**config.mk**
```make
export PLATFORM = sky130hd
export DESIGN_NAME = gpu_cmd_feeder_flat
export DESIGN_NICKNAME = d
export VERILOG_FILES = /design/src/rtl/gpu_cmd_feeder_if.sv /design/src/rtl/gpu_cmd_feeder.sv /design/src/flat_wrapper.sv
export SDC_FILE = /design/constraint.sdc
export NUM_CORES = 1
export LEC_CHECK = 0
export ABC_AREA = 1
export BUFFER_PORTS_ARGS = -buffer_cell sky130_fd_sc_hd__buf_2
export CORE_AREA = 2 2 170 172
export DETAILED_ROUTE_END_ITERATION = 6
export DIE_AREA = 0 0 172 174
export PLACE_DENSITY_LB_ADDON = 0.12
export SETUP_SLACK_MARGIN = 0.4
export SYNTH_ARGS = -nofsm -noshare
export SYNTH_HDL_FRONTEND = slang
export SYNTH_SLANG_ARGS = --single-unit
```
**constraint.sdc**
```tcl
create_clock -name clk -period 4.2 [get_ports clk]
set_clock_uncertainty 0.05 [all_clocks]
set_input_delay 1.05 -clock clk [delete_from_list [all_inputs] [get_ports clk]]
set_output_delay 1.05 -clock clk [all_outputs]
set_load 0.01 [all_outputs]
```
**src/rtl/gpu_cmd_feeder_if.sv**
```systemverilog
// gpu_cmd_feeder_if: CPU write port, status flags and GPU
// cpuline bundle for the command feeder.
interface gpu_cmd_feeder_if #(
  parameter int AW = 3
);
  logic          wr_en;
  logic [7:0]    wr_cmd;
  logic [15:0]   wr_param;
  logic          ready;
  logic [AW:0]   level;
  logic          busy;
  logic          err_opcode;
  logic          err_ovf;
  logic [15:0]   cpuline;

  modport master (
    output wr_en,
    output wr_cmd,
    output wr_param,
    input  ready,
    input  level,
    input  busy,
    input  err_opcode,
    input  err_ovf,
    input  cpuline
  );

  modport slave (
    input  wr_en,
    input  wr_cmd,
    input  wr_param,
    output ready,
    output level,
    output busy,
    output err_opcode,
    output err_ovf,
    output cpuline
  );
endinterface

```
**src/rtl/gpu_cmd_feeder.sv**
```systemverilog
// gpu_cmd_feeder: FIFO of (opcode, param) pairs serialised
// onto cpuline as 3-word command / 2-word idle frames.
module gpu_cmd_feeder #(
  parameter int DEPTH = 8,
  parameter int AW    = 3
) (
  input  logic clk,
  input  logic clr,
  gpu_cmd_feeder_if.slave bus
);

  typedef enum logic [2:0] {
    IDLE0,
    IDLE1,
    CMD,
    PARAM,
    GAP
  } state_t;

  localparam logic [AW:0] FULL = (AW+1)'(DEPTH);

  state_t state;
  state_t state_nx;

  logic [2:0]    op_mem  [DEPTH];
  logic [15:0]   prm_mem [DEPTH];
  logic [AW-1:0] rd_ptr;
  logic [AW-1:0] wr_ptr;
  logic [AW:0]   count;
  logic [15:0]   stage;
  logic [15:0]   line;
  logic [15:0]   line_nx;
  logic          err_op;
  logic          err_of;

  logic legal;
  logic ready;
  logic push;
  logic pop;
  logic at_bound;

  assign legal = (bus.wr_cmd >= 8'hC0) &&
                 (bus.wr_cmd <= 8'hC6);
  // full/empty come from the count, never from pointers
  assign ready    = count < FULL;
  assign push     = bus.wr_en && legal && ready;
  assign at_bound = (state == IDLE1) || (state == GAP);
  assign pop      = at_bound && (count != '0);

  always_comb begin
    state_nx = state;
    unique case (state)
      IDLE0:   state_nx = IDLE1;
      IDLE1:   state_nx = pop ? CMD : IDLE0;
      CMD:     state_nx = PARAM;
      PARAM:   state_nx = GAP;
      GAP:     state_nx = pop ? CMD : IDLE0;
      default: state_nx = IDLE0;
    endcase
  end

  always_comb begin
    line_nx = '0;
    if (pop) begin
      line_nx = {8'h00, 5'b11000, op_mem[rd_ptr]};
    end else if (state == CMD) begin
      line_nx = stage;
    end
  end

  always_ff @(posedge clk) begin
    if (!clr) begin
      state  <= IDLE0;
      line   <= '0;
      stage  <= '0;
      count  <= '0;
      rd_ptr <= '0;
      wr_ptr <= '0;
      err_op <= 1'b0;
      err_of <= 1'b0;
    end else begin
      state <= state_nx;
      line  <= line_nx;
      if (push) wr_ptr <= wr_ptr + AW'(1);
      if (pop) begin
        rd_ptr <= rd_ptr + AW'(1);
        stage  <= prm_mem[rd_ptr];
      end
      if (push && !pop) begin
        count <= count + (AW+1)'(1);
      end else if (pop && !push) begin
        count <= count - (AW+1)'(1);
      end
      if (bus.wr_en && !legal) err_op <= 1'b1;
      if (bus.wr_en && legal && !ready) err_of <= 1'b1;
    end
  end

  // opcode index is the low 3 bits of 0xC0..0xC6
  always_ff @(posedge clk) begin
    if (clr && push) begin
      op_mem[wr_ptr]  <= bus.wr_cmd[2:0];
      prm_mem[wr_ptr] <= bus.wr_param;
    end
  end

  assign bus.ready      = ready;
  assign bus.level      = count;
  assign bus.busy       = (state == CMD) ||
                          (state == PARAM) ||
                          (state == GAP);
  assign bus.err_opcode = err_op;
  assign bus.err_ovf    = err_of;
  assign bus.cpuline    = line;

endmodule

```
**src/flat_wrapper.sv**
```systemverilog
// flat-port wrapper written by rule: the top's interface ports become plain ports
module gpu_cmd_feeder_flat 
#(
  parameter int DEPTH = 8,
  parameter int AW    = 3
)
  (clk, clr, bus_wr_en, bus_wr_cmd, bus_wr_param, bus_ready, bus_level, bus_busy, bus_err_opcode, bus_err_ovf, bus_cpuline);
  gpu_cmd_feeder_if #(.AW(AW)) bus_i ();
  input  logic clk;
  input  logic clr;
  input wire logic [$bits(bus_i.wr_en)-1:0] bus_wr_en;
  input wire logic [$bits(bus_i.wr_cmd)-1:0] bus_wr_cmd;
  input wire logic [$bits(bus_i.wr_param)-1:0] bus_wr_param;
  output wire logic [$bits(bus_i.ready)-1:0] bus_ready;
  output wire logic [$bits(bus_i.level)-1:0] bus_level;
  output wire logic [$bits(bus_i.busy)-1:0] bus_busy;
  output wire logic [$bits(bus_i.err_opcode)-1:0] bus_err_opcode;
  output wire logic [$bits(bus_i.err_ovf)-1:0] bus_err_ovf;
  output wire logic [$bits(bus_i.cpuline)-1:0] bus_cpuline;
  assign bus_i.wr_en = bus_wr_en;
  assign bus_i.wr_cmd = bus_wr_cmd;
  assign bus_i.wr_param = bus_wr_param;
  assign bus_ready = bus_i.ready;
  assign bus_level = bus_i.level;
  assign bus_busy = bus_i.busy;
  assign bus_err_opcode = bus_i.err_opcode;
  assign bus_err_ovf = bus_i.err_ovf;
  assign bus_cpuline = bus_i.cpuline;
  gpu_cmd_feeder #(.DEPTH(DEPTH), .AW(AW)) u_core (.clk(clk), .clr(clr), .bus(bus_i));
endmodule
```
* Word-level counts from Yosys, hierarchy flattened
Memory sizes are Yosys's and may differ from the RTL's. A register that Yosys moved wholly into a read port is not among the register bits. Index checks and enable logic that the tools add are counted.
Word-level totals: register bits after elaboration 31, memory bits (writable) 152, input bits 27, output and inout bits 24, logic and storage cells 55, memories kept 2
Memory list:
- u_core.prm_mem | words 8, bits a word 16, read ports 1, clocked after memory_dff 1, write ports 1, RTL line gpu_cmd_feeder.sv:26 | logic [15:0] prm_mem [DEPTH];
- u_core.op_mem | words 8, bits a word 3, read ports 1, clocked after memory_dff 1, write ports 1, RTL line gpu_cmd_feeder.sv:25 | logic [2:0] op_mem [DEPTH];
Operators by class: $add $sub $neg 4, $lt $le $gt $ge 3, eq/ne operators 4, multiplexer cells 10, bitwise operators 2, reduce and logical (&&, ||, !) cells 22
Operators with widths (count):
- $mux W8 | 2
- $pmux W3 S4 | 1
- $logic_and A1 B1 Y1 | 9
- $ge A8 B8 Y1 const B | 1
- $le A8 B8 Y1 const B | 1
- $mux W4 | 2
- $add A3 B1 Y3 const B | 2
- $eq A3 B2 Y1 const B | 2
- $mux W3 | 2
- $logic_not A1 Y1 | 5
- $add A4 B1 Y4 const B | 1
- $lt A4 B4 Y1 const B | 1
- $reduce_bool A4 Y1 | 1
- $sub A4 B1 Y4 const B | 1
- $eq A3 B1 Y1 const B | 1
- $eq A3 B3 Y1 const B | 1
- $logic_not A3 Y1 | 1
- $logic_or A1 B1 Y1 | 3
- $reduce_or A3 Y1 | 1
- $mux W1 | 2
- $mux W2 | 1
- $not A1 Y1 | 2
- $reduce_bool A2 Y1 | 1
- $reduce_or A2 Y1 | 1

* Depth between registers and ports, before layout
Gate-level depths: netlist of the first run.
depth in word-level cells 8, mapped depth 15, depth with buffers taken out 15

* Worst setup path before layout of the first run
No wires, ideal clock.
path kind input to register, start point input bus_wr_cmd[5], end point memory u_core.op_mem[1][0] (enable), library setup time 0.419 ns, arrival time 2.849 ns, data required time 3.731 ns, setup slack 0.881 ns, stages on the path 5, buffers on the path 0, cells stage by stage nor2_1 -> nand2_1 -> nor2_2 -> nand3_2 -> nor3_1
On the way: longest elaborated chain between the ends 7, elaborated cells between the ends (all ways) 8, classes of those cells 2 x order compare; 2 x mux; 4 x reduce/logical
Ends and longest elaborated chain:
- from (decl) | RTL line flat_wrapper.sv:12 | input wire logic [$bits(bus_i.wr_cmd)-1:0] bus_wr_cmd;
- $ge A8 B8 Y1 / $le A8 B8 Y1 (equally long branches) | RTL line gpu_cmd_feeder.sv:42, gpu_cmd_feeder.sv:43
- $logic_and A1 B1 Y1 (*) | RTL line gpu_cmd_feeder.sv:42 | assign legal = (bus.wr_cmd >= 8'hC0) &&
- $logic_and A1 B1 Y1 (*) (2 in series) | RTL line gpu_cmd_feeder.sv:46 | assign push = bus.wr_en && legal && ready;
- $logic_and A1 B1 Y1 (*) | RTL line gpu_cmd_feeder.sv:101 | if (clr && push) begin
- $mux W1 (*) | RTL line gpu_cmd_feeder.sv:101
- $mux W1 (implied by the code) (*) | RTL line gpu_cmd_feeder.sv:102 | op_mem[wr_ptr] <= bus.wr_cmd[2:0];
- to (decl) | RTL line gpu_cmd_feeder.sv:25
Every way passes the cells marked *; elsewhere a longest branch is shown, timed or not.

* Worst setup path in the final report of the first run
start point input bus_wr_cmd[1], end point register u_core.count[3], in the netlist u_core.bus.level[3]
On the way: longest elaborated chain between the ends 7, elaborated cells between the ends (all ways) 10, classes of those cells 2 x order compare; 1 x mux; 7 x reduce/logical
Ends and longest elaborated chain:
- $ge A8 B8 Y1 / $le A8 B8 Y1 (equally long branches) | RTL line gpu_cmd_feeder.sv:42, gpu_cmd_feeder.sv:43
- $logic_and A1 B1 Y1 (*) | RTL line gpu_cmd_feeder.sv:42
- $logic_and A1 B1 Y1 (*) (2 in series) | RTL line gpu_cmd_feeder.sv:46
- $logic_not A1 Y1 | RTL line gpu_cmd_feeder.sv:91 | end else if (pop && !push) begin
- $logic_and A1 B1 Y1 | RTL line gpu_cmd_feeder.sv:91
- $reduce_bool A2 Y1 (no line)
- to (signal assigned) | RTL line gpu_cmd_feeder.sv:90 | count <= count + (AW+1)'(1);
- to (signal assigned) | RTL line gpu_cmd_feeder.sv:92 | count <= count - (AW+1)'(1);
- to (decl) | RTL line gpu_cmd_feeder.sv:29 | logic [AW:0] count;
Marks and branches as above. A chain may end at the register's enable or synchronous reset.

==> results.txt, run 1 <==
status -> finished clean
clock network latency to the later pin of the worst-skew pair -> 0.51 ns
number of antenna cells inserted -> 0
initial standard-cell utilization of the core -> 29.32%
Area growth syn-to-layout -> 16.77%
drt drc -> 0
cell with the largest stage delay on the worst path -> sky130_fd_sc_hd__ha_1
post-CTS sizing -> 0
post-synth design cell area -> 0.008280 sq mm
core box area -> 0.02824 sq mm
Initial DRT Pass Iterations -> 5
Relative slew margins -> 48.49%
maximum level of the CTS H-tree -> 1
CTS Buf Count -> 24
DIE WIDTH -> 172 um
root cell of the clock tree -> sky130_fd_sc_hd__clkbuf_16
critical path capture point type -> flip-flop
violation count after the first detailed-route iteration -> 269
pin count of the biggest net entering global routing -> 67
endpoint required time on the critical path -> 4.51 ns
unrepaired setup endpoints after global routing -> false
Post-Synthesis Net Count -> 831
internal power of the cells -> 3.834 mW
share of synthesized cell area in full adder, half adder and majority cells -> 0.9973%
final core area utilization -> 34.24%
Avg Cell Area, Syn -> 10.38 sq um
unique cell type count in the Yosys netlist -> 30
fraction of layout instances using a drive strength above 1 -> 15.29%
Pleak -> 3.870 nW
worst-margin pin slew -> 0.7727 ns
multiplexer share of the synthesized area -> 0%
reported net switching power -> 1.872 mW
worst path cell trace -> buf_2 > nand3_1 > nand2_1 > nor2_2 > nand3_2 > inv_2 > ha_1 > inv_1 > ha_1 > a21oi_1 > nand2_1 > o21ai_0 > nand2_1 > nand2_1 > a21oi_1
number of antenna violations at the first check in global routing -> 0
synthesis warning total -> 0
deepest clock path buffer count -> 3
wire length of the first global-routing pass -> 30,620 um
number of max-slew violations in the final report -> 0
highest-count cells in the layout ignoring fill and taps -> 191 x sky130_fd_sc_hd__nand2_1, 152 x sky130_fd_sc_hd__edfxtp_1, 120 x sky130_fd_sc_hd__inv_1
number of buffers added on ports -> 50
type of element launching the critical path -> input port
sequential share of the synthesized area -> 67.21%
Crit Path Category -> input port to flip-flop
highest net fanout along the worst path -> 9
worst hold path type -> flip-flop to flip-flop
# Post-CTS Setup Buffers -> 0
xor-xnor portion of the synthesized cell area -> 0.2115%
post-synthesis sequential element count -> 202
maximum clock frequency -> 0.3735 GHz
setup tns final -> 0 ns
total die area -> 0.02993 sq mm
Final setup violation count -> 0
switching part of the total -> 32.81%
clock power share -> 33.4%
Vert. Die Dim -> 174 um
global-route total usage across every layer -> 13.49%
clock tree from TritonCTS -> built
power density over the cells -> 590.1 mW/mm^2
global placer's final weighted congestion -> 0.7036
combinational family with the most area after synthesis -> simple AND/OR/NAND/NOR gates
Compound-Gate Fraction of Synth Area -> 3.898%
final net count -> 888
Max stage delay on crit path -> 0.33 ns
most prevalent standard cell on the critical path -> sky130_fd_sc_hd__nand2_1
Post-CTS Hold Fix Bufs -> 0
Via density -> 4.193
most common cell after layout, fill and taps aside -> sky130_fd_sc_hd__nand2_1
clock-pin slew of the registers on the worst-case setup and hold paths -> 0.06 ns
fraction of power consumed by combinational cells -> 25.1%
final worst path period share -> 63.75%
clock tree sinks -> 202
Fin. Hold Viols -> 0
maximum capacitance violations -> 0
estimated wirelength of the detail-placed design -> 11,320 um
worst-case vdd ir drop -> 269.1 uV
Final Critical Period -> 2.678 ns
simple logic cell fraction of the synthesized area -> 19.55%
relative contribution of sequential cells to total power -> 41.5%
number of primary I/O pins -> 51
number of global-route vias before repair -> 5,231
via count of the routed design -> 5,258
arrival time at the worst endpoint -> 2.99 ns
number of cells produced by synthesis -> 798
row count -> 62
overall routed net length -> 19,600 um
average routed wire per standard cell -> 15.63 um
residual overflow from global routing -> 0
number of nets still failing antenna checks after routing -> 0
-- worst max-delay path, delay by kind of cell --
kind | cells | cell delay (ns)
compound gates | 3 | 0.31
simple gates | 7 | 0.74
fa+ha+maj | 2 | 0.50
buf+inv | 3 | 0.39
-- metrics by stage --
stage	hold WS, ns	worst slack [ns]	cells	total power [mW]	cell area, sq um
after global placement	0.3679	1.023	1213	3.884	8955
after floorplan	0.3584	0.8815	798	3.498	8280
after detailed placement	0.3723	0.9834	1213	3.882	8955
final	0.3783	1.522	1254	5.705	9669
after global routing	0.3990	1.305	1254	6.097	9669
after CTS	0.3771	1.525	1254	5.820	9669
-- cell families (layout without fill, tap and decap cells) --
family | count (synthesis) | count (layout)
adder cells (fa/ha/maj) | 6 | 6
XOR/XNOR | 2 | 2
flip-flops | 202 | 202
AND/OR/NAND/NOR | 374 | 374
AO/OA/AOI/OAI | 54 | 54
buffers and inverters | 160 | 232
-- cell type report --
cell class | instances | area (sq um)
Clock buffer | 32 | 651.9
Clock inverter | 9 | 62.56
Fill cell | 2923 | 18570
Inverter | 126 | 473.0
Multi-Input combinational cell | 436 | 2072
Sequential cell | 202 | 5567
Tap cell | 384 | 480.5
Timing Repair Buffer | 65 | 362.8
-- worst paths after layout --
path,from,to,slack (ns),cells past startpoint
min,u_core.stage[4]$_SDFFE_PN0P_,u_core.bus.cpuline[4]$_SDFF_PP0_,0.38,2
max reg2reg,u_core.bus.level[3]$_SDFFE_PN0P_,u_core.bus.level[3]$_SDFFE_PN0P_,1.77,14
max,bus_wr_cmd[1],u_core.bus.level[3]$_SDFFE_PN0P_,1.52,15
min reg2reg,u_core.stage[4]$_SDFFE_PN0P_,u_core.bus.cpuline[4]$_SDFF_PP0_,0.38,2
-- power by group through the flow --
stage          clock, mW  sequential (mW)  combinational, mW
6_report            1.91             2.37               1.43
4_1_cts             1.98             2.37               1.47
5_1_grt             2.05             2.39               1.66
3_3_place_gp           0             2.41               1.47
3_5_place_dp           0             2.41               1.47
2_1_floorplan          0             2.38               1.12
-- per-layer routing --
| layer | part of all wire [%] | routed length [um] | GRT usage, % | vias to the layer above |
|---|---|---|---|---|
| met2 | 46 | 8926 | 21.99 | 89 |
| met1 | 48 | 9368 | 18.63 | 2437 |
| met4 | 1.5 | 303 | 3.431 | 0 |
| met5 | 0 | 0 | 0 | - |
| met3 | 5.1 | 998 | 2.300 | 23 |
| li1 | - | - | - | 2709 |
-- Yosys cell counts --
library cell               count  area share [%]
sky130_fd_sc_hd__a21oi_1      17             1.0
sky130_fd_sc_hd__a21oi_2       8            0.85
sky130_fd_sc_hd__a31oi_1       1           0.076
sky130_fd_sc_hd__a32oi_1       1            0.11
sky130_fd_sc_hd__buf_12        1            0.24
sky130_fd_sc_hd__buf_2        18             1.1
sky130_fd_sc_hd__buf_4         5            0.45
sky130_fd_sc_hd__buf_6         2            0.27
sky130_fd_sc_hd__clkbuf_1      8            0.36
sky130_fd_sc_hd__clkinv_1      1           0.045
sky130_fd_sc_hd__dfxtp_1      50              12
sky130_fd_sc_hd__edfxtp_1    152              55
sky130_fd_sc_hd__fa_1          1            0.24
sky130_fd_sc_hd__ha_1          5            0.76
sky130_fd_sc_hd__inv_1       120             5.4
sky130_fd_sc_hd__inv_2         5            0.23
sky130_fd_sc_hd__nand2_1     191             8.7
sky130_fd_sc_hd__nand2_2      11            0.83
sky130_fd_sc_hd__nand3_1     106             6.4
sky130_fd_sc_hd__nand3_2       1            0.12
sky130_fd_sc_hd__nand3_4       1            0.21
sky130_fd_sc_hd__nand4_1       1           0.076
sky130_fd_sc_hd__nor2_1       54             2.4
sky130_fd_sc_hd__nor2_2        2            0.15
sky130_fd_sc_hd__nor2_4        3            0.41
sky130_fd_sc_hd__nor3_1        4            0.24
sky130_fd_sc_hd__o211ai_1      6            0.54
sky130_fd_sc_hd__o21a_1        1           0.091
sky130_fd_sc_hd__o21ai_0      20             1.2
sky130_fd_sc_hd__xor2_1        2            0.21
-- sequential cells by signal, summed over array words and instances (netlist names), named ones only --
name and cells:
u_core.state 3, u_core.prm_mem 128, u_core.stage 16, u_core.bus.cpuline 16, u_core.wr_ptr 3, u_core.bus.level 4
u_core.rd_ptr 3, u_core.bus.err_ovf 1, u_core.op_mem 24, u_core.bus.err_opcode 1
No activity file was read; power rests on OpenSTA's default activity.
==> inputs of run 2 (changes only) <==
- ABC_AREA: 1 -> 0
- CORE_AREA: 2 2 170 172 -> 2 2 162 164
- DIE_AREA: 0 0 172 174 -> 0 0 164 166
- clock period: 4.2 -> 2.25 ns (I/O delays scaled with it)
==> run 2 against run 1 <==
Effect of this change: global-route usage is 0.35 points lower; core utilization is 4.0 points higher; flip-flop and latch count stayed put; worst setup slack worse by 1.4 ns; register-to-register slack worse by 1.6 ns; non-clock buffer count is 45 higher.
==> results.txt, run 2 <==
initial standard-cell utilization of the core -> 29.31% (was 29.32%)
pin count of the biggest net entering global routing -> 38 (was 67)
residual overflow from global routing -> 0 (unchanged)
end of the critical path -> u_core.bus.level[3]$_SDFFE_PN0P_ (unchanged)
number of antenna violations at the first check in global routing -> 2 (was 0)
hold depth -> 1 (was 2)
worst-margin pin slew -> 0.4272 ns (was 0.7727 ns)
post-synthesis sequential element count -> 202 (unchanged)
deepest clock path buffer count -> 3 (unchanged)
worst-case vdd ir drop -> 535.1 uV (was 269.1 uV)
Main synth FF type -> sky130_fd_sc_hd__edfxtp_1 (unchanged)
Relative slew margins -> 71.48% (was 48.49%)
global-route total usage across every layer -> 13.15% (was 13.49%)
Via density -> 4.563 (was 4.193)
Setup Slack @ Placement -> -0.2537 ns (was 0.9834 ns)
CTS Buf Count -> 23 (was 24)
origin of the critical flop-to-flop path -> u_core.bus.level[2]$_SDFFE_PN0P_ (was u_core.bus.level[3]$_SDFFE_PN0P_)
cell types occupying the most area after synthesis -> sky130_fd_sc_hd__edfxtp_1 61%, sky130_fd_sc_hd__dfxtp_1 13%, sky130_fd_sc_hd__mux4_2 11% (was sky130_fd_sc_hd__edfxtp_1 55%, sky130_fd_sc_hd__dfxtp_1 12%, sky130_fd_sc_hd__nand2_1 8.7%)
most used standard cell by instance count after synthesis -> sky130_fd_sc_hd__edfxtp_1 (was sky130_fd_sc_hd__nand2_1)
cell taking the most area after synthesis -> sky130_fd_sc_hd__edfxtp_1 (unchanged)
minimum setup slack in the final design -> 0.1247 ns (was 1.522 ns)
highest net fanout along the worst path -> 4 (was 9)
cell with the largest stage delay on the worst path -> sky130_fd_sc_hd__dfxtp_2 (was sky130_fd_sc_hd__ha_1)
Final setup violation count -> 0 (unchanged)
number of antenna cells inserted -> 0 (unchanged)
most common cell after layout, fill and taps aside -> sky130_fd_sc_hd__edfxtp_1 (was sky130_fd_sc_hd__nand2_1)
Crit Path Category -> flip-flop to flip-flop (was input port to flip-flop)
unrepaired setup endpoints after global routing -> true (was false)
Area growth syn-to-layout -> 30.34% (was 16.77%)
overall routed net length -> 17,620 um (was 19,600 um)
number of global-route vias before repair -> 4,282 (was 5,231)
core box area -> 0.02562 sq mm (was 0.02824 sq mm)
number of flip-flops under the largest register name -> 128 (unchanged)
Vert. Die Dim -> 166 um (was 174 um)
worst path cell trace -> nor4_4 > buf_4 > nor3_4 > inv_2 > ha_4 > inv_4 > ha_4 > a21oi_4 > a211oi_2 > a31oi_1 > mux2i_1 (was buf_2 > nand3_1 > nand2_1 > nor2_2 > nand3_2 > inv_2 > ha_1 > inv_1 > ha_1 > a21oi_1 > nand2_1 > o21ai_0 > nand2_1 > nand2_1 > a21oi_1)
clock network latency to the later pin of the worst-skew pair -> 0.51 ns (about the same)
post-synth design cell area -> 0.007508 sq mm (was 0.008280 sq mm)
arrival time at the worst endpoint -> 2.49 ns (was 2.99 ns)
violation count after the first detailed-route iteration -> 232 (was 269)
setup tns final -> 0 ns (unchanged)
critical path capture point type -> flip-flop (unchanged)
number of nets still failing antenna checks after routing -> 0 (unchanged)
DIE WIDTH -> 164 um (was 172 um)
number of primary I/O pins -> 51 (unchanged)
final worst path period share -> 94.46%
drt drc -> 0 (unchanged)
Pleak -> 3.290 nW (was 3.870 nW)
estimated wirelength of the detail-placed design -> 9655 um (was 11,320 um)
number of buffers added on ports -> 50 (unchanged)
Initial DRT Pass Iterations -> 4 (was 5)
Post-Synthesis Net Count -> 446 (was 831)
Final Critical Period -> 2.125 ns
wire length of the first global-routing pass -> 26,320 um (was 30,620 um)
final net count -> 560 (was 888)
placed insts -> 809 (was 1,213)
clock-pin slew of the registers on the worst-case setup and hold paths -> 0.06 ns (about the same)
maximum capacitance violations -> 0 (unchanged)
fraction of layout instances using a drive strength above 1 -> 39.15% (was 15.29%)
number of max-slew violations in the final report -> 0 (unchanged)
row count -> 59 (was 62)
maximum level of the CTS H-tree -> 1 (unchanged)
unique cell type count in the Yosys netlist -> 36 (was 30)
global placer's final weighted congestion -> 0.6750 (was 0.7036)
Avg Cell Area, Syn -> 18.18 sq um (was 10.38 sq um)
number of cells produced by synthesis -> 413 (was 798)
highest-count cells in the layout ignoring fill and taps -> 152 x sky130_fd_sc_hd__edfxtp_1, 49 x sky130_fd_sc_hd__buf_2, 40 x sky130_fd_sc_hd__dfxtp_1 (was 191 x sky130_fd_sc_hd__nand2_1, 152 x sky130_fd_sc_hd__edfxtp_1, 120 x sky130_fd_sc_hd__inv_1)
most prevalent standard cell on the critical path -> sky130_fd_sc_hd__ha_4 (was sky130_fd_sc_hd__nand2_1)
sequential share of the synthesized area -> 74.12% (was 67.21%)
clock tree sinks -> 202 (unchanged)
maximum clock frequency -> 0.4705 GHz
path depth of the worst reg2reg path -> 11 (was 14)
root cell of the clock tree -> sky130_fd_sc_hd__clkbuf_16 (unchanged)
Max stage delay on crit path -> 0.33 ns (about the same)
Synth top cells by count -> 152 x sky130_fd_sc_hd__edfxtp_1, 50 x sky130_fd_sc_hd__dfxtp_1, 38 x sky130_fd_sc_hd__mux4_2 (was 191 x sky130_fd_sc_hd__nand2_1, 152 x sky130_fd_sc_hd__edfxtp_1, 120 x sky130_fd_sc_hd__inv_1)
Crit Reg-Reg Endpoint -> u_core.bus.level[3]$_SDFFE_PN0P_ (unchanged)
Layout fillers -> 2,364 (was 2,923)
fraction of synthesized cell area taken by the top area cell type -> 60.79% (was 55.12%)
power density over the cells -> 997.6 mW/mm^2 (was 590.1 mW/mm^2)
synthesis warning total -> 0 (unchanged)
status -> finished clean (unchanged)
via count of the routed design -> 4,011 (was 5,258)
worst hold path type -> input port to flip-flop (was flip-flop to flip-flop)
number of synthesized flops with an enable pin -> 152 (unchanged)
endpoint required time on the critical path -> 2.62 ns (was 4.51 ns)
Reg with most FFs -> u_core.prm_mem (unchanged)
type of element launching the critical path -> flip-flop (was input port)
CP startpoint -> u_core.bus.level[2]$_SDFFE_PN0P_ (was bus_wr_cmd[1])
Async S/R FF share, synth -> 0% (unchanged)
largest registers -> u_core.prm_mem x128, u_core.op_mem x24 (unchanged)
clock tree from TritonCTS -> built (unchanged)
total die area -> 0.02722 sq mm (was 0.02993 sq mm)
average routed wire per standard cell -> 20.05 um (was 15.63 um)
Register-to-Register Setup Slack -> 0.12 ns (was 1.77 ns)
Fin. Hold Viols -> 0 (unchanged)
post-route non-filler standard cell count -> 879 (was 1,254)
==> run 2: cell types whose count changed in the layout (fill, tap and decap cells not counted), moves of 8 or more <==
cell | before | now
sky130_fd_sc_hd__a21oi_2 | 8 | 0
sky130_fd_sc_hd__and2_1 | 0 | 11
sky130_fd_sc_hd__buf_12 | 0 | 16
sky130_fd_sc_hd__buf_4 | 15 | 30
sky130_fd_sc_hd__buf_6 | 0 | 10
sky130_fd_sc_hd__dfxtp_1 | 49 | 40
sky130_fd_sc_hd__inv_1 | 120 | 1
sky130_fd_sc_hd__mux2i_1 | 0 | 23
sky130_fd_sc_hd__mux4_2 | 0 | 38
sky130_fd_sc_hd__nand2_1 | 191 | 12
sky130_fd_sc_hd__nand2_2 | 11 | 1
sky130_fd_sc_hd__nand3_1 | 106 | 5
sky130_fd_sc_hd__nor2_1 | 50 | 12
==> run 2: logic make-up (layout without fill, tap and decap cells) <==
logic type,count (synthesis),count (layout),synth area share (%)
AND/OR/NAND/NOR,64,64,4.533
flip-flops,202,202,74.12
adder cells (fa/ha/maj),6,6,1.100
multiplexers,61,61,14.46
buffers and inverters,26,157,1.700
XOR/XNOR,5,5,0.5832
AO/OA/AOI/OAI,49,49,3.500
==> run 2: worst min path at each step <==
stage,slack [ns],to,start
after floorplan,0.37,u_core.bus.cpuline[6]$_SDFF_PN0_,u_core.stage[6]$_SDFFE_PN0P_
after global placement,0.38,u_core.bus.cpuline[15]$_SDFF_PP0_,u_core.stage[15]$_SDFFE_PN0P_
after detailed placement,0.38,u_core.bus.cpuline[5]$_SDFF_PP0_,u_core.stage[5]$_SDFFE_PN0P_
after CTS,0.26,u_core.prm_mem[1][1]$_DFFE_PP_,bus_wr_param[1]
after global routing,0.27,u_core.prm_mem[1][1]$_DFFE_PP_,bus_wr_param[1]
final,0.28,u_core.prm_mem[1][1]$_DFFE_PP_,bus_wr_param[1]
==> run 2: worst max-delay path, delay by kind of cell, from the launching register on <==
family          cells  cell delay [ns]
buf+inv             3             0.29
simple gates        2             0.34
fa+ha+maj           2             0.36
flops               1             0.33
compound gates      3             0.43
mux                 1             0.24
==> run 2: where the power goes <==
part           switching (mW)  internal, mW  total [mW]
combinational           0.867          1.00        1.87
clock                    1.37          2.07        3.44
sequential              0.195          4.25        4.45
total                    2.43          7.33        9.76
==> run 2: area by class of cell <==
cell class	instances	area [sq um]	area share [%]
Sequential cell	202	5588	57.10
Multi-Input combinational cell	185	2019	20.63
Timing Repair Buffer	110	1041	10.64
Clock buffer	39	649.4	6.635
Tap cell	335	419.2	4.283
Clock inverter	3	46.29	0.4730
Inverter	5	23.77	0.2429
==> run 2: layer usage <==
metal | global-route usage [%] | wire length [um] | vias up
li1 | - | - | 1854
met1 | 16.92 | 7582 | 2040
met2 | 22.60 | 8917 | 74
met3 | 2.048 | 624 | 39
met4 | 4.348 | 482 | 4
met5 | 0 | 14 | -
==> run 2: repair_timing <==
item / CTS / global route
pin swaps: 10 / 5
resized for setup: 31 / 7
endpoints found under the setup margin: 137 / 49
cloned: 5 / 0
hold buffers: 0 / 0
setup buffers: 18 / 5
==> run 2: metrics by stage <==
step | power (mW) | hold slack (ns) | area [sq um] | utilization [%]
after global routing | 10.23 | 0.2721 | 9787 | 38.21
final | 9.764 | 0.2757 | 9787 | 38.21
after floorplan | 5.648 | 0.3681 | 7676 | -
after CTS | 9.889 | 0.2554 | 9726 | 37.97
after global placement | 6.173 | 0.3846 | 8600 | 33.57
after detailed placement | 6.192 | 0.3827 | 8600 | 33.57
